### src/rtl/seq_det_pkg.sv
// Shared types and constants for the sequence-detector stimulus sequencer.
//   state_t    : sequencer FSM encoding (IDLE, CLEAR, SHIFT, SAMPLE, DONE)
//   LEN_W      : width of the run-length input
//   DEF_*      : default parameter values
//   clamp_len  : limits a requested run length to the pattern width
package seq_det_pkg;

    localparam int unsigned LEN_W     = 5;
    localparam int unsigned DEF_DIV   = 4;
    localparam int unsigned DEF_HOLD  = 2;
    localparam int unsigned DEF_PAT_W = 16;
    localparam int unsigned DEF_CNT_W = 8;

    typedef enum logic [2:0] {
        IDLE   = 3'd0,
        CLEAR  = 3'd1,
        SHIFT  = 3'd2,
        SAMPLE = 3'd3,
        DONE   = 3'd4
    } state_t;

    // Requests longer than the pattern register send the whole register.
    function automatic logic [LEN_W-1:0] clamp_len(input logic [LEN_W-1:0] len,
                                                   input int unsigned pat_w);
        if (32'(len) > pat_w) begin
            return LEN_W'(pat_w);
        end
        return len;
    endfunction

endpackage

### src/rtl/seq_det_sequencer_bit_tick_gen.sv
// Divide-by-DIV bit-period counter.
//   clk, rst : clock, asynchronous active-low reset
//   clr      : synchronous clear, used when a run is accepted
//   en       : count enable (high while shifting)
//   last_c   : counter is on the last cycle of the bit period
//   pre_c    : counter is one cycle before the last cycle
module bit_tick_gen #(
    parameter int unsigned DIV = 4
) (
    input  logic clk,
    input  logic rst,
    input  logic clr,
    input  logic en,
    output logic last_c,
    output logic pre_c
);

    localparam int unsigned CW = $clog2(DIV);

    logic [CW-1:0] cnt;

    // Free-running modulo-DIV count while enabled.
    always_ff @(posedge clk or negedge rst) begin
        if (!rst) begin
            cnt <= '0;
        end else if (clr) begin
            cnt <= '0;
        end else if (en) begin
            cnt <= last_c ? '0 : cnt + CW'(1);
        end
    end

    assign last_c = (cnt == CW'(DIV - 1));
    // Lets the owner register a strobe that lands exactly on the last cycle.
    assign pre_c  = (cnt == CW'(DIV - 2));

endmodule

### src/rtl/seq_det_sequencer.sv
// Stimulus sequencer and hit scoreboard for the serial Moore sequence detector.
// Shifts a latched pattern MSB-first, one bit per DIV clocks, strobing det_step
// on the last cycle of each bit; counts detector hits and stretches them on led.
//   clk, rst   : clock, asynchronous active-low reset
//   start      : begin a run (ignored while busy in single-pass builds)
//   pattern    : bits to send, MSB first;  len : number of bits (clamped to PAT_W)
//   det_in     : detector Moore output
//   ser_out    : serial data;  det_step : detector clock enable
//   det_clr_n  : active-low synchronous clear to the detector
//   busy, done : run in progress / one-cycle completion pulse
//   hit_cnt    : saturating hit count;  led : stretched hit indicator
// Optional SEQ_DET_SEQUENCER_LOOP_EN: repeat the pattern until a start stops it.
module seq_det_sequencer
    import seq_det_pkg::*;
#(
    parameter int unsigned DIV   = DEF_DIV,
    parameter int unsigned PAT_W = DEF_PAT_W,
    parameter int unsigned CNT_W = DEF_CNT_W,
    parameter int unsigned HOLD  = DEF_HOLD
) (
    input  logic             clk,
    input  logic             rst,
    input  logic             start,
    input  logic [PAT_W-1:0] pattern,
    input  logic [LEN_W-1:0] len,
    input  logic             det_in,
    output logic             ser_out,
    output logic             det_step,
    output logic             det_clr_n,
    output logic             busy,
    output logic             done,
    output logic [CNT_W-1:0] hit_cnt,
    output logic             led
);

    localparam int unsigned HOLD_CYC = HOLD * DIV;
    localparam int unsigned HW       = $clog2(HOLD_CYC + 1);

    state_t           state, state_d;
    logic [PAT_W-1:0] sh, sh_d;
    logic [LEN_W-1:0] rem, rem_d;
    logic [CNT_W-1:0] hit_cnt_d;
    logic [HW-1:0]    hold, hold_d;
    logic             step_q;
    logic             tick_clr, last_c, pre_c;
    logic             hit_c, retrig_c;
    logic             ser_out_d, det_step_d, det_clr_n_d, busy_d, done_d, led_d;
`ifdef SEQ_DET_SEQUENCER_LOOP_EN
    logic [PAT_W-1:0] pat_q, pat_d;
    logic [LEN_W-1:0] len_q, len_d;
    logic             stop_q, stop_d;
`endif

    bit_tick_gen #(.DIV(DIV)) u_tick (
        .clk    (clk),
        .rst    (rst),
        .clr    (tick_clr),
        .en     (state == SHIFT),
        .last_c (last_c),
        .pre_c  (pre_c)
    );

    // Detector output is valid the cycle after its step.
    assign hit_c = step_q & det_in;

    // State register and all registered outputs.
    always_ff @(posedge clk or negedge rst) begin
        if (!rst) begin
            state     <= IDLE;
            sh        <= '0;
            rem       <= '0;
            step_q    <= 1'b0;
            hold      <= '0;
            hit_cnt   <= '0;
            ser_out   <= 1'b0;
            det_step  <= 1'b0;
            det_clr_n <= 1'b0;
            busy      <= 1'b0;
            done      <= 1'b0;
            led       <= 1'b0;
`ifdef SEQ_DET_SEQUENCER_LOOP_EN
            pat_q     <= '0;
            len_q     <= '0;
            stop_q    <= 1'b0;
`endif
        end else begin
            state     <= state_d;
            sh        <= sh_d;
            rem       <= rem_d;
            step_q    <= det_step;
            hold      <= hold_d;
            hit_cnt   <= hit_cnt_d;
            ser_out   <= ser_out_d;
            det_step  <= det_step_d;
            det_clr_n <= det_clr_n_d;
            busy      <= busy_d;
            done      <= done_d;
            led       <= led_d;
`ifdef SEQ_DET_SEQUENCER_LOOP_EN
            pat_q     <= pat_d;
            len_q     <= len_d;
            stop_q    <= stop_d;
`endif
        end
    end

    // Next-state, datapath and next-output logic.
    always_comb begin
        state_d   = state;
        sh_d      = sh;
        rem_d     = rem;
        hit_cnt_d = hit_cnt;
        tick_clr  = 1'b0;
`ifdef SEQ_DET_SEQUENCER_LOOP_EN
        pat_d     = pat_q;
        len_d     = len_q;
        stop_d    = stop_q;
`endif

        if (hit_c && (hit_cnt != '1)) begin
            hit_cnt_d = hit_cnt + CNT_W'(1);
        end

        case (state)
            IDLE: begin
                if (start) begin
                    tick_clr  = 1'b1;
                    sh_d      = pattern;
                    rem_d     = clamp_len(len, PAT_W);
                    hit_cnt_d = '0;
                    state_d   = CLEAR;
`ifdef SEQ_DET_SEQUENCER_LOOP_EN
                    pat_d     = pattern;
                    len_d     = clamp_len(len, PAT_W);
                    stop_d    = 1'b0;
`endif
                end
            end
            CLEAR: begin
                // Zero-length runs still pass through SAMPLE so done keeps its usual latency.
                state_d = (rem == '0) ? SAMPLE : SHIFT;
`ifdef SEQ_DET_SEQUENCER_LOOP_EN
                if (start) stop_d = 1'b1;
`endif
            end
            SHIFT: begin
`ifdef SEQ_DET_SEQUENCER_LOOP_EN
                if (start) stop_d = 1'b1;
`endif
                if (last_c) begin
                    sh_d  = {sh[PAT_W-2:0], 1'b0};
                    rem_d = rem - LEN_W'(1);
`ifdef SEQ_DET_SEQUENCER_LOOP_EN
                    if (stop_q || start) begin
                        state_d = SAMPLE;
                    end else if (rem == LEN_W'(1)) begin
                        sh_d  = pat_q;
                        rem_d = len_q;
                    end
`else
                    if (rem == LEN_W'(1)) state_d = SAMPLE;
`endif
                end
            end
            SAMPLE:  state_d = DONE;
            DONE:    state_d = IDLE;
            default: state_d = IDLE;
        endcase

        ser_out_d   = (state_d == SHIFT) & sh_d[PAT_W-1];
        // Bit period boundaries only occur on last_c, so SHIFT persists into the step cycle.
        det_step_d  = (state == SHIFT) & pre_c;
        det_clr_n_d = (state_d != CLEAR);
        busy_d      = (state_d != IDLE);
        done_d      = (state_d == DONE);
    end

    // LED stretcher: retriggering a lit LED forces a one-cycle dark gap.
    always_comb begin
        hold_d   = hold;
        retrig_c = 1'b0;
        if (hit_c) begin
            hold_d   = HW'(HOLD_CYC);
            retrig_c = (hold != '0);
        end else if (hold != '0) begin
            hold_d = hold - HW'(1);
        end
        led_d = (hold_d != '0) & ~retrig_c;
    end

endmodule

### config.mk
export PLATFORM = sky130hd
export DESIGN_NAME = seq_det_sequencer
export DESIGN_NICKNAME = d
export VERILOG_FILES = /design/src/rtl/seq_det_pkg.sv /design/src/rtl/seq_det_sequencer_bit_tick_gen.sv /design/src/rtl/seq_det_sequencer.sv
export SDC_FILE = /design/constraint.sdc
export NUM_CORES = 1
export LEC_CHECK = 0
export CAP_MARGIN = 30
export CORE_ASPECT_RATIO = 0.8
export CORE_MARGIN = 4
export CORE_UTILIZATION = 47
export DETAILED_ROUTE_END_ITERATION = 8
export MAX_ROUTING_LAYER = met4
export PLACE_DENSITY = 0.88
export SYNTH_ARGS = -nofsm -noshare
export SYNTH_HDL_FRONTEND = slang
export SYNTH_SLANG_ARGS = --single-unit
export TNS_END_PERCENT = 1
### constraint.sdc
create_clock -name clk -period 1.7 [get_ports clk]
set_input_delay 0.17 -clock clk [delete_from_list [all_inputs] [get_ports clk]]
set_output_delay 0.17 -clock clk [all_outputs]
set_load 0.03 [all_outputs]
# Word-level counts from Yosys, hierarchy flattened
# Cells that the tools add are included.
# Widths: inputs -> output; s select.
# classes
add_sub_neg,4
n_lt_le_gt_ge,1
eq_ne,12
mux,27
bitwise_logic,5
reduce_logical,9
# ops
cell,count
$mux 16,2
$pmux 16 s2,1
$mux 8,3
$mux 5,4
$pmux 3 s4,1
$pmux 5 s2,1
$eq 3x2->1 const B,3
$mux 3,3
$add 8x1->8 const B,1
$mux 4,2
$ne 8x8->1 const B,1
$reduce_bool 4->1,2
$mux 1,7
$mux 2,3
$eq 5x1->1 const B,1
$gt 5x5->1 const B,1
$logic_not 5->1,1
$sub 5x1->5 const B,1
$and 1x1->1,4
$eq 2x2->1 const B,2
$ne 2x2->1 const B,2
$reduce_bool 2->1,2
$sub 4x1->4 const B,1
$eq 3x1->1 const B,1
8 further kinds,8
# totals
reg_bits,45
input_bits,25
out_inout_bits,14
word_cells,72

# Longest topological paths before layout
# Gate-level depths: netlist of the first run.
# logic_depth
depth_word,7
ltp_mapped,7
mapped_depth_nobuf,6

# Modules after synthesis
# A second synthesis of the first run with hierarchy kept.
# hier_totals
hier_cells,208
hier_area_um2,2133.3
# by_module_without_submodules
mod,n_inst,cells_each,area_per_inst_um2,seq_area_each_um2
seq_det_sequencer,1,198,2020.7,1076.0
bit_tick_gen,1,10,112.6,50.0

# Worst setup path before layout of the first run
# OpenSTA, ideal clock, no wires.
# synth_timing
kind,reg2reg
from,register u_tick.cnt[0]
to,register rem[0]
arrival_time_ns,1.421
setup_slack_ns,0.155
stages_incl_launch_ff,7
n_path_buf,1
period_less_slack_ns,1.545
path_cell_list,dfrtp_1 ha_1 nor4bb_1 buf_2 nor2_2 nor3_1 a211o_1
# synth_between
elab_chain_cells,3
# synth_lines
element,line_no,text
start: declaration,seq_det_sequencer_bit_tick_gen.sv:20,logic [CW-1:0] cnt;
start signal: assignment,seq_det_sequencer_bit_tick_gen.sv:29,cnt <= last_c ? '0 : cnt + CW'(1);
$eq 2x2->1,seq_det_sequencer_bit_tick_gen.sv:33,assign last_c = (cnt == CW'(DIV - 1));
$ne 2x2->1 (no source line),--,
$reduce_and 3->1 (no source line),--,
end signal: assignment,seq_det_sequencer.sv:89,rem <= rem_d;
end: declaration,seq_det_sequencer.sv:41,"logic [LEN_W-1:0] rem, rem_d;"
# Every way passes these cells.
# A chain may end at the register's enable or synchronous reset.

# Final worst setup path of the first run
# layout_timing
from,register hit_cnt[7]
to,output hit_cnt[7]
# layout_rtl
element,line_no,text
start: declaration,seq_det_sequencer.sv:32,"output logic [CNT_W-1:0] hit_cnt,"
start signal: assignment,seq_det_sequencer.sv:92,hit_cnt <= hit_cnt_d;
# No word-level cell between the ends.

==> impl_metrics.toml, run 1 <==
[floorplanning]
dieWidth_um = 83.61
core_sq_um = 4309
start_util_pct = 49.88
rows = 21
die-area_sq_um = 5726
io-pin-count = 39
die_h_um = 68.49

[clock_network]
cts_sinks = 45
numCtsBuffers = 5
cts_tree = "done"
cts_root_buffer = "clkbuf_8"
h-tree-depth = 2
worstSkewPairLatency_ns = 0.30
cts_buffer_depth = 2
path_clk_slew_ns = 0.08

[layout]
final_core_util_pct = 64.75
drive_above_1_share_pct = 10.34
regArea_sq_um = 1126
diodes = 0
multi_input_area_sq_um = 927.1
fill_cells = 344
layout.nets = 292
final_cell_area_sq_um = 2790
fin_cells = 318
syn_to_final_growth_pct = 29.80

[sta]
final.setup.worst_slack_ns = 0.05377
slew_headroom_pct = 66.88
max_freq_mhz = 607.4
hold_ws_ns = 0.3583
final-max-slew-violation-count = 0
setup_viol = 0
final-hold-violation-count = 0
finalCritPeriodShare_pct = 96.84
fin_skew_ns = 0.007421
worstMarginPinSlew_ns = 0.4967
min_period_ns = 1.646
setup_tns_ns = 0

[worst_setup_path]
crit_path_cell_trace = "clkdlybuf4s50_1"
crit_fanout = 8
worst-endpoint-required_ns = 1.53
crit_family = "buffers and inverters"
cp.arrival_ns = 1.48
critPathKind = "reg -> out"
critical_path_buf_inv_count = 1
crit_path_end_kind = "output pin"
startpoint_type = "flop"
slowest_stage = "clkdlybuf4s50_1"
critical_path.max_stage_delay_ns = 0.71

[drt]
dr.pass1.iters = 4
vias = 1693
drtAntennaViolNets = 0
vias_per_cell = 5.324
wl_um = 4400
drc = 0
drt_iter0_drc = 124
avgRoutedWirePerCell_um = 13.84

[yosys]
async_flop_share_pct = 100.0
syn-num-nets = 246
netlist_instances = 214
synth_area_leaders = "dfrtp_1 (52%), nand2_1 (6.1%), a22oi_1 (4.9%), ha_1 (4.1%), nor2_1 (1.9%)"
synth_edf_count = 0
synth-seq-cells = 45
synth_area_sq_um = 2150
synthFlopType = "dfrtp_1"
synth.distinct_cells = 44
synth.avg_cell_area_sq_um = 10.04
synth.top_cell.area_share_pct = 52.39
synthTopCellsByCount = "dfrtp_1 (45), nand2_1 (35), a22oi_1 (14)"
yosysMostFrequentCell = "dfrtp_1"
yosysSeqAreaShare_pct = 52.39
synth_top_cell_by_area = "dfrtp_1"
yosys_warnings = 0

[run_status]
status = "finished, final reports clean"

[grt]
track_usage_pct = 16.86
gr-total-overflow = 0
top_usage_layer = "met2"
grt_max_degree = 26
use_met2_pct = 28.08
grt_pass1_wl_um = 7431
use_met1_pct = 20.49
antenna_found_initial = 0
grt_pass1_vias = 1658
grt_use_met3_pct = 4.394

[placed_design]
portBuffers = 38
hpwl_um = 3237
dp_slack_ns = -0.01652
place_area_sq_um = 2628
gp_congestion = 0.7819
placed_cells = 307

[power_and_ir_drop]
leakage_nw = 1.296
vdd_drop_max_uv = 738.9
power.density_nw_per_um2 = 1593
p_total_mw = 4.444

[min_path]
hold_class = "in -> async"

[flow_run]
cap_violations = 0
power by group:
part | leakage, nW | internal, mW | switching [mW]
Combinational | 0.667 | 0.852 | 0.982
Sequential | 0.571 | 1.47 | 0.298
Clock | 0.0585 | 0.479 | 0.358
worst register-to-register path: stages, from the launching register on:
cell	delay [ns]
dfrtp_1	0.39
ha_1	0.22
nor4bb_4	0.36
nor2_2	0.09
buf_12	0.16
a211o_1	0.30
metal layers:
layer | vias to the layer above | share of wire (%)
met5 | - | 0
met4 | 0 | 1.1
met3 | 6 | 5.0
met2 | 34 | 48
met1 | 808 | 46
li1 | 845 | -
sequential cells by signal, indices dropped and copies added, names as in the netlist:
| register | count |
|---|---|
| det_step | 1 |
| sh | 16 |
| ser_out | 1 |
| hit_cnt | 8 |
| rem | 5 |
| state | 3 |
| busy | 1 |
| done | 1 |
| hold | 4 |
| u_tick.cnt | 2 |
| step_q | 1 |
| det_clr_n | 1 |
| led | 1 |
cell families after synthesis:
kind of cell               share of synthesized area, %
AOI/OAI and AO/OA                                 15.13
buffers and inverters                             5.181
DFF                                               52.39
muxes                                            0.9314
adders and majority gates                         4.074
and+or+nand+nor                                   20.66
xor gates and xnor gates                          1.630
cells in the final DEF (no fill, tap or decap), types with 3 or more instances in the layout:
cell type	count
nand2_1	35
o21ai_1	6
buf_4	11
ha_1	7
nand3b_1	3
nor3_1	6
xnor2_1	3
a31oi_1	4
a21oi_1	8
nor2_1	11
nand3_1	7
clkbuf_8	6
a22oi_1	14
o21ai_0	4
nand2b_1	3
dfrtp_1	45
clkdlybuf4s50_1	37
inv_1	10
final timing paths:
| check | start | endpoint | slack [ns] | cells after the start |
|---|---|---|---|---|
| max in group asynchronous | rst | u_tick.cnt[1]$_DFFE_PN0P_ | 0.77 | 3 |
| worst min-delay path | rst | hold[1]$_DFF_PN0_ | 0.36 | 2 |
| worst min register to register | det_step$_DFF_PN0_ | step_q$_DFF_PN0_ | 0.40 | 0 |
| worst max-delay path | hit_cnt[7]$_DFF_PN0_ | hit_cnt[7] | 0.05 | 1 |
| min in group clk | det_step$_DFF_PN0_ | step_q$_DFF_PN0_ | 0.40 | 0 |
| worst max register to register | u_tick.cnt[0]$_DFFE_PN0P_ | rem[0]$_DFFE_PN0P_ | 0.07 | 5 |
timing repair:
item	4_1_cts	5_1_grt
endpoints found under the setup margin	1	4
setup buffers	2	0
hold endpoints to repair	20	0
resized for setup	0	1
hold buffers	1	0
area by class of cell:
type / count / share of cell area (%)
repair buffers: 52 / 18.21
clock inverters: 1 / 1.076
inverters: 11 / 1.480
multi-input cells: 145 / 33.23
flip-flops and latches: 45 / 40.36
clock buffers: 7 / 3.094
well taps: 57 / 2.556
Power figures use the tool's default switching activity.
==> run 2: changes to the inputs <==
==> constraint.sdc (replaced) <==
create_clock -name clk -period 1.7 [get_ports clk]
set_input_delay 0.17 -clock clk [delete_from_list [all_inputs] [get_ports clk]]
set_output_delay 0.17 -clock clk [all_outputs]
set_load 0.1 [all_outputs]
==> run 2 against run 1 <==
  * Total power increased by 6.1%
  * Flip-flop and latch count unchanged
  * Critical path depth rose by 5
  * Core utilization up 1.5 points
  * Clock skew fell by 0.0012 ns
  * Via count increased by 0.65%
  * Count of clock-buffer cells in the layout stayed put
  * Fmax rose by 2.3%
  * Worst setup slack improved by 0.038 ns
  * Critical endpoint is now rem[0]$_DFFE_PN0P_
==> impl_metrics.toml, run 2 (synthesis results as in run 1) <==
[layout]
multi_input_area_sq_um = 932.1
regArea_sq_um = 1134
final_common_cell = "dfrtp_1"
top_register = "sh"
fill_cells = 337
diodes = 0
drive_above_1_share_pct = 17.76
top_regs = "sh: 16 flops, hit_cnt: 8 flops, rem: 5 flops"
largest_reg_flops = 16
syn_to_final_growth_pct = 32.71
final_cell_mix = "dfrtp_1 (39), nand2_1 (35), clkdlybuf4s50_1 (23), buf_4 (15), a22oi_1 (14)"
layout.nets = 290
fin_cells = 316

[run_status]
status = "finished, final reports clean"

[sta]
final.setup.worst_slack_ns = 0.09154
finalCritPeriodShare_pct = 94.62
min_period_ns = 1.608
fin_skew_ns = 0.006259
max_freq_mhz = 621.7
setup_viol = 0
slew_headroom_pct = 68.63
final-max-slew-violation-count = 0
worstMarginPinSlew_ns = 0.4706
final-hold-violation-count = 0
setup_tns_ns = 0
hold_ws_ns = 0.3634
rsz0062_at_grt = "yes"

[placed_design]
placed_cells = 305
gp_congestion = 0.8056
hpwl_um = 3329
portBuffers = 38
dp_slack_ns = 0.002709

[floorplanning]
die_h_um = 68.49
dieWidth_um = 83.61
core_sq_um = 4309
io-pin-count = 39
rows = 21
die-area_sq_um = 5726
start_util_pct = 49.88

[drt]
vias = 1704
drtAntennaViolNets = 0
drt_iter0_drc = 115
wl_um = 4409
avgRoutedWirePerCell_um = 13.95
dr.pass1.iters = 4
vias_per_cell = 5.392
drc = 0

[clock_network]
cts_tree = "done"
cts_sinks = 45
worstSkewPairLatency_ns = 0.29
cts_buffer_depth = 2
h-tree-depth = 2
path_clk_slew_ns = 0.08
numCtsBuffers = 5
cts_root_buffer = "clkbuf_8"

[power_and_ir_drop]
leakage_nw = 1.327
pwr-share-clk_pct = 17.5
power.density_nw_per_um2 = 1653
power_switching_mw = 1.928
p_int_mw = 2.787
pwr-share-comb_pct = 44.3
vdd_drop_max_uv = 809.6
pwr-share-seq_pct = 38.2
switching_share_pct = 40.89

[grt]
antenna_found_initial = 0
grt_pass1_vias = 1672
grt_max_degree = 26
track_usage_pct = 17.23
grt_pass1_wl_um = 7693
gr-total-overflow = 0

[worst_setup_path]
crit_fanout = 25
crit_cells = 6
startpoint_type = "flop"
cp.arrival_ns = 1.79
r2r_cells = 6
crit_path_cell_trace = "ha_1 > nor4bb_4 > nor2_2 > buf_12 > nor3_1 > a211o_1"
crit_family = "flip-flops"
crit_path_end_kind = "flop"
worst-endpoint-required_ns = 1.88
critical_path.max_stage_delay_ns = 0.42
critical_path_buf_inv_count = 1
slowest_stage = "dfrtp_1"
critPathKind = "reg -> reg"

[flow_run]
cap_violations = 0

[min_path]
hold_class = "in -> async"
-- run 2: layout make-up --
class,instances,share of cell area (%)
tap,57,2.500
clock inverter,1,1.053
timing repair buffer,50,19.56
multi-input combinational,145,32.68
inverter,11,1.447
clock buffer,7,3.026
sequential,45,39.74
-- run 2: power by group through the flow --
stage	clock (mW)	sequential [mW]	combinational (mW)
2_1_floorplan	0	2.09	1.21
3_3_place_gp	0	1.79	1.98
3_5_place_dp	0	1.80	2.07
4_1_cts	0.832	1.79	2.08
5_1_grt	0.881	1.86	2.32
6_report	0.825	1.80	2.09
-- run 2: per-layer routing --
metal / track usage (%) / wire, um / part of all wire, %
met1: 21.70 / 2014 / 46
met2: 28.27 / 2138 / 48
met3: 4.038 / 220 / 5.0
met4: 5.422 / 36 / 0.82
met5: - / 0 / 0
-- run 2: final timing paths --
check | start | endpoint | slack [ns]
worst max-delay path | u_tick.cnt[0]$_DFFE_PN0P_ | rem[0]$_DFFE_PN0P_ | 0.09
worst min-delay path | rst | led$_DFF_PN0_ | 0.36
worst max register to register | u_tick.cnt[0]$_DFFE_PN0P_ | rem[0]$_DFFE_PN0P_ | 0.09
worst min register to register | det_step$_DFF_PN0_ | step_q$_DFF_PN0_ | 0.39
max in group asynchronous | rst | u_tick.cnt[1]$_DFFE_PN0P_ | 0.84
min in group clk | det_step$_DFF_PN0_ | step_q$_DFF_PN0_ | 0.39
-- run 2: per-stage QoR --
step | util (%) | total power, mW | instance area, sq um
after floorplan | - | 3.295 | 2157
after global placement | 62.60 | 3.771 | 2698
after detailed placement | 62.60 | 3.879 | 2698
after CTS | 65.88 | 4.703 | 2839
after global routing | 66.20 | 5.066 | 2853
final | 66.20 | 4.715 | 2853
-- run 2: timing repair --
action,CTS,global route
resized for setup,0,2
hold endpoints to repair,20,0
endpoints found under the setup margin,1,3
hold buffers,1,0
setup buffers,2,0
==> run 3: changes to the inputs <==
- PLACE_DENSITY: 0.88 -> 0.76
==> run 3 against run 2 <==
  * Sequential share of layout area grew 0.60 points
  * Non-clock buffer count is 1 higher
  * Flip-flop and latch count unchanged
  * Critical path depth did not move
  * Sequential power barely moved
  * Clock power shrank 18%
  * Critical path type unchanged
  * Highest routed layer unchanged
==> impl_metrics.toml, run 3 (synthesis results as in run 1) <==
[run_status]
status = "finished, final reports clean"

[layout]
syn_to_final_growth_pct = 30.73
largest_reg_flops = 16
fill_cells = 375
final_core_util_pct = 65.21
top_regs = "sh: 16 flops, hit_cnt: 8 flops, rem: 5 flops"
fin_cells = 317
final_cell_mix = "dfrtp_1 (39), nand2_1 (35), clkdlybuf4s50_1 (23), buf_4 (17), a22oi_1 (14)"
diodes = 0
layout.nets = 291
final_cell_area_sq_um = 2810
final_common_cell = "dfrtp_1"
drive_above_1_share_pct = 17.69
top_register = "sh"

[grt]
antenna_found_initial = 0
grt_max_degree = 22
track_usage_pct = 17.32
grt_pass1_wl_um = 7590
grt_pass1_vias = 1585
gr-total-overflow = 0

[clock_network]
cts_buffer_depth = 2
h-tree-depth = 2
cts_root_buffer = "clkbuf_8"
cts_tree = "done"
worstSkewPairLatency_ns = 0.30
path_clk_slew_ns = 0.08
cts_sinks = 45
numCtsBuffers = 5

[drt]
drt_iter0_drc = 84
vias = 1731
vias_per_cell = 5.461
drtAntennaViolNets = 0
wl_um = 4416
drc = 0
dr.pass1.iters = 4
avgRoutedWirePerCell_um = 13.93

[sta]
slew_headroom_pct = 67.06
min_period_ns = 1.625
finalCritPeriodShare_pct = 95.57
worstMarginPinSlew_ns = 0.4931
setup_tns_ns = 0
max_freq_mhz = 615.5
final-hold-violation-count = 0
rsz0062_at_grt = "yes"
final-max-slew-violation-count = 0
fin_skew_ns = 0.005656
setup_viol = 0

[power_and_ir_drop]
pwr-share-clk_pct = 14.9
pwr-share-seq_pct = 39.8
power.density_nw_per_um2 = 1611
switching_share_pct = 42.28
power_switching_mw = 1.915
vdd_drop_max_uv = 738.2
p_int_mw = 2.614
p_total_mw = 4.529
leakage_nw = 1.307
pwr-share-comb_pct = 45.3

[floorplanning]
die_h_um = 68.49
dieWidth_um = 83.61
core_sq_um = 4309
io-pin-count = 39
start_util_pct = 49.88
die-area_sq_um = 5726
rows = 21

[flow_run]
cap_violations = 0

[worst_setup_path]
critical_path.max_stage_delay_ns = 0.48
startpoint_type = "flop"
worst-endpoint-required_ns = 1.88
cpMostUsedCell = "buf_4"
critical_path_buf_inv_count = 2
critPathKind = "reg -> reg"
slowest_stage = "dfrtp_1"
crit_fanout = 11
crit_path_cell_trace = "buf_4 > nor4b_4 > nor2_2 > buf_4 > a311oi_1 > a21oi_1"
cp.arrival_ns = 1.80
crit_family = "flip-flops"
crit_path_end_kind = "flop"

[placed_design]
hpwl_um = 3184
gp_congestion = 0.8011
place_area_sq_um = 2680
placed_cells = 306
portBuffers = 38

[min_path]
hold_class = "in -> async"
## run 3: power by group through the flow
stage                     sequential, mW  combinational (mW)  clock, mW
after floorplan                     2.09                1.21          0
after global placement              1.79                1.97          0
after detailed placement            1.80                2.02          0
after CTS                           1.78                2.02      0.695
after global routing                1.86                2.29      0.748
final                               1.80                2.05      0.673
## run 3: layout make-up
type | count | area (sq um) | area share (%)
sequential | 45 | 1134 | 40.34
inverter | 11 | 41.29 | 1.469
multi-input combinational | 145 | 929.6 | 33.08
timing repair buffer | 51 | 544.3 | 19.37
clock buffer | 8 | 90.09 | 3.206
tap | 57 | 71.32 | 2.538
## run 3: final timing paths
kind	slack, ns	from	end	cells after the start
min in group clk	0.42	det_step$_DFF_PN0_	step_q$_DFF_PN0_	0
max	0.08	state[2]$_DFF_PN0_	rem[3]$_DFFE_PN0P_	6
max reg2reg	0.08	state[2]$_DFF_PN0_	rem[3]$_DFFE_PN0P_	6
min	0.36	rst	led$_DFF_PN0_	2
max in group asynchronous	0.77	rst	hit_cnt[6]$_DFF_PN0_	3
min reg2reg	0.42	det_step$_DFF_PN0_	step_q$_DFF_PN0_	0
## run 3: stage by stage
stage / hold WS [ns] / setup slack [ns]
2_1_floorplan: -0.1256 / -0.01769
3_3_place_gp: 0.1505 / 0.09982
3_5_place_dp: 0.1603 / 0.03056
4_1_cts: 0.3701 / 0.009673
5_1_grt: 0.3940 / -0.03976
6_report: 0.3575 / 0.07527
## run 3: routing by layer
layer | GRT usage, % | share of wire, % | vias up
li1 | - | - | 843
met1 | 24.28 | 47 | 822
met2 | 25.00 | 46 | 58
met3 | 3.563 | 5.5 | 8
met4 | 6.627 | 1.6 | 0
met5 | - | 0 | -
## run 3: worst register-to-register path, cell delays in order (launching register included)
cell	delay, ns
dfrtp_1	0.48
buf_4	0.19
nor4b_4	0.27
nor2_2	0.10
buf_4	0.18
a311oi_1	0.22
a21oi_1	0.07
## run 3: timing repair
item,4_1_cts,5_1_grt
setup buffers,0,2
setup endpoints to repair,0,10
endpoints found under the hold margin,19,0
hold buffers,1,0
gates resized for setup,0,3
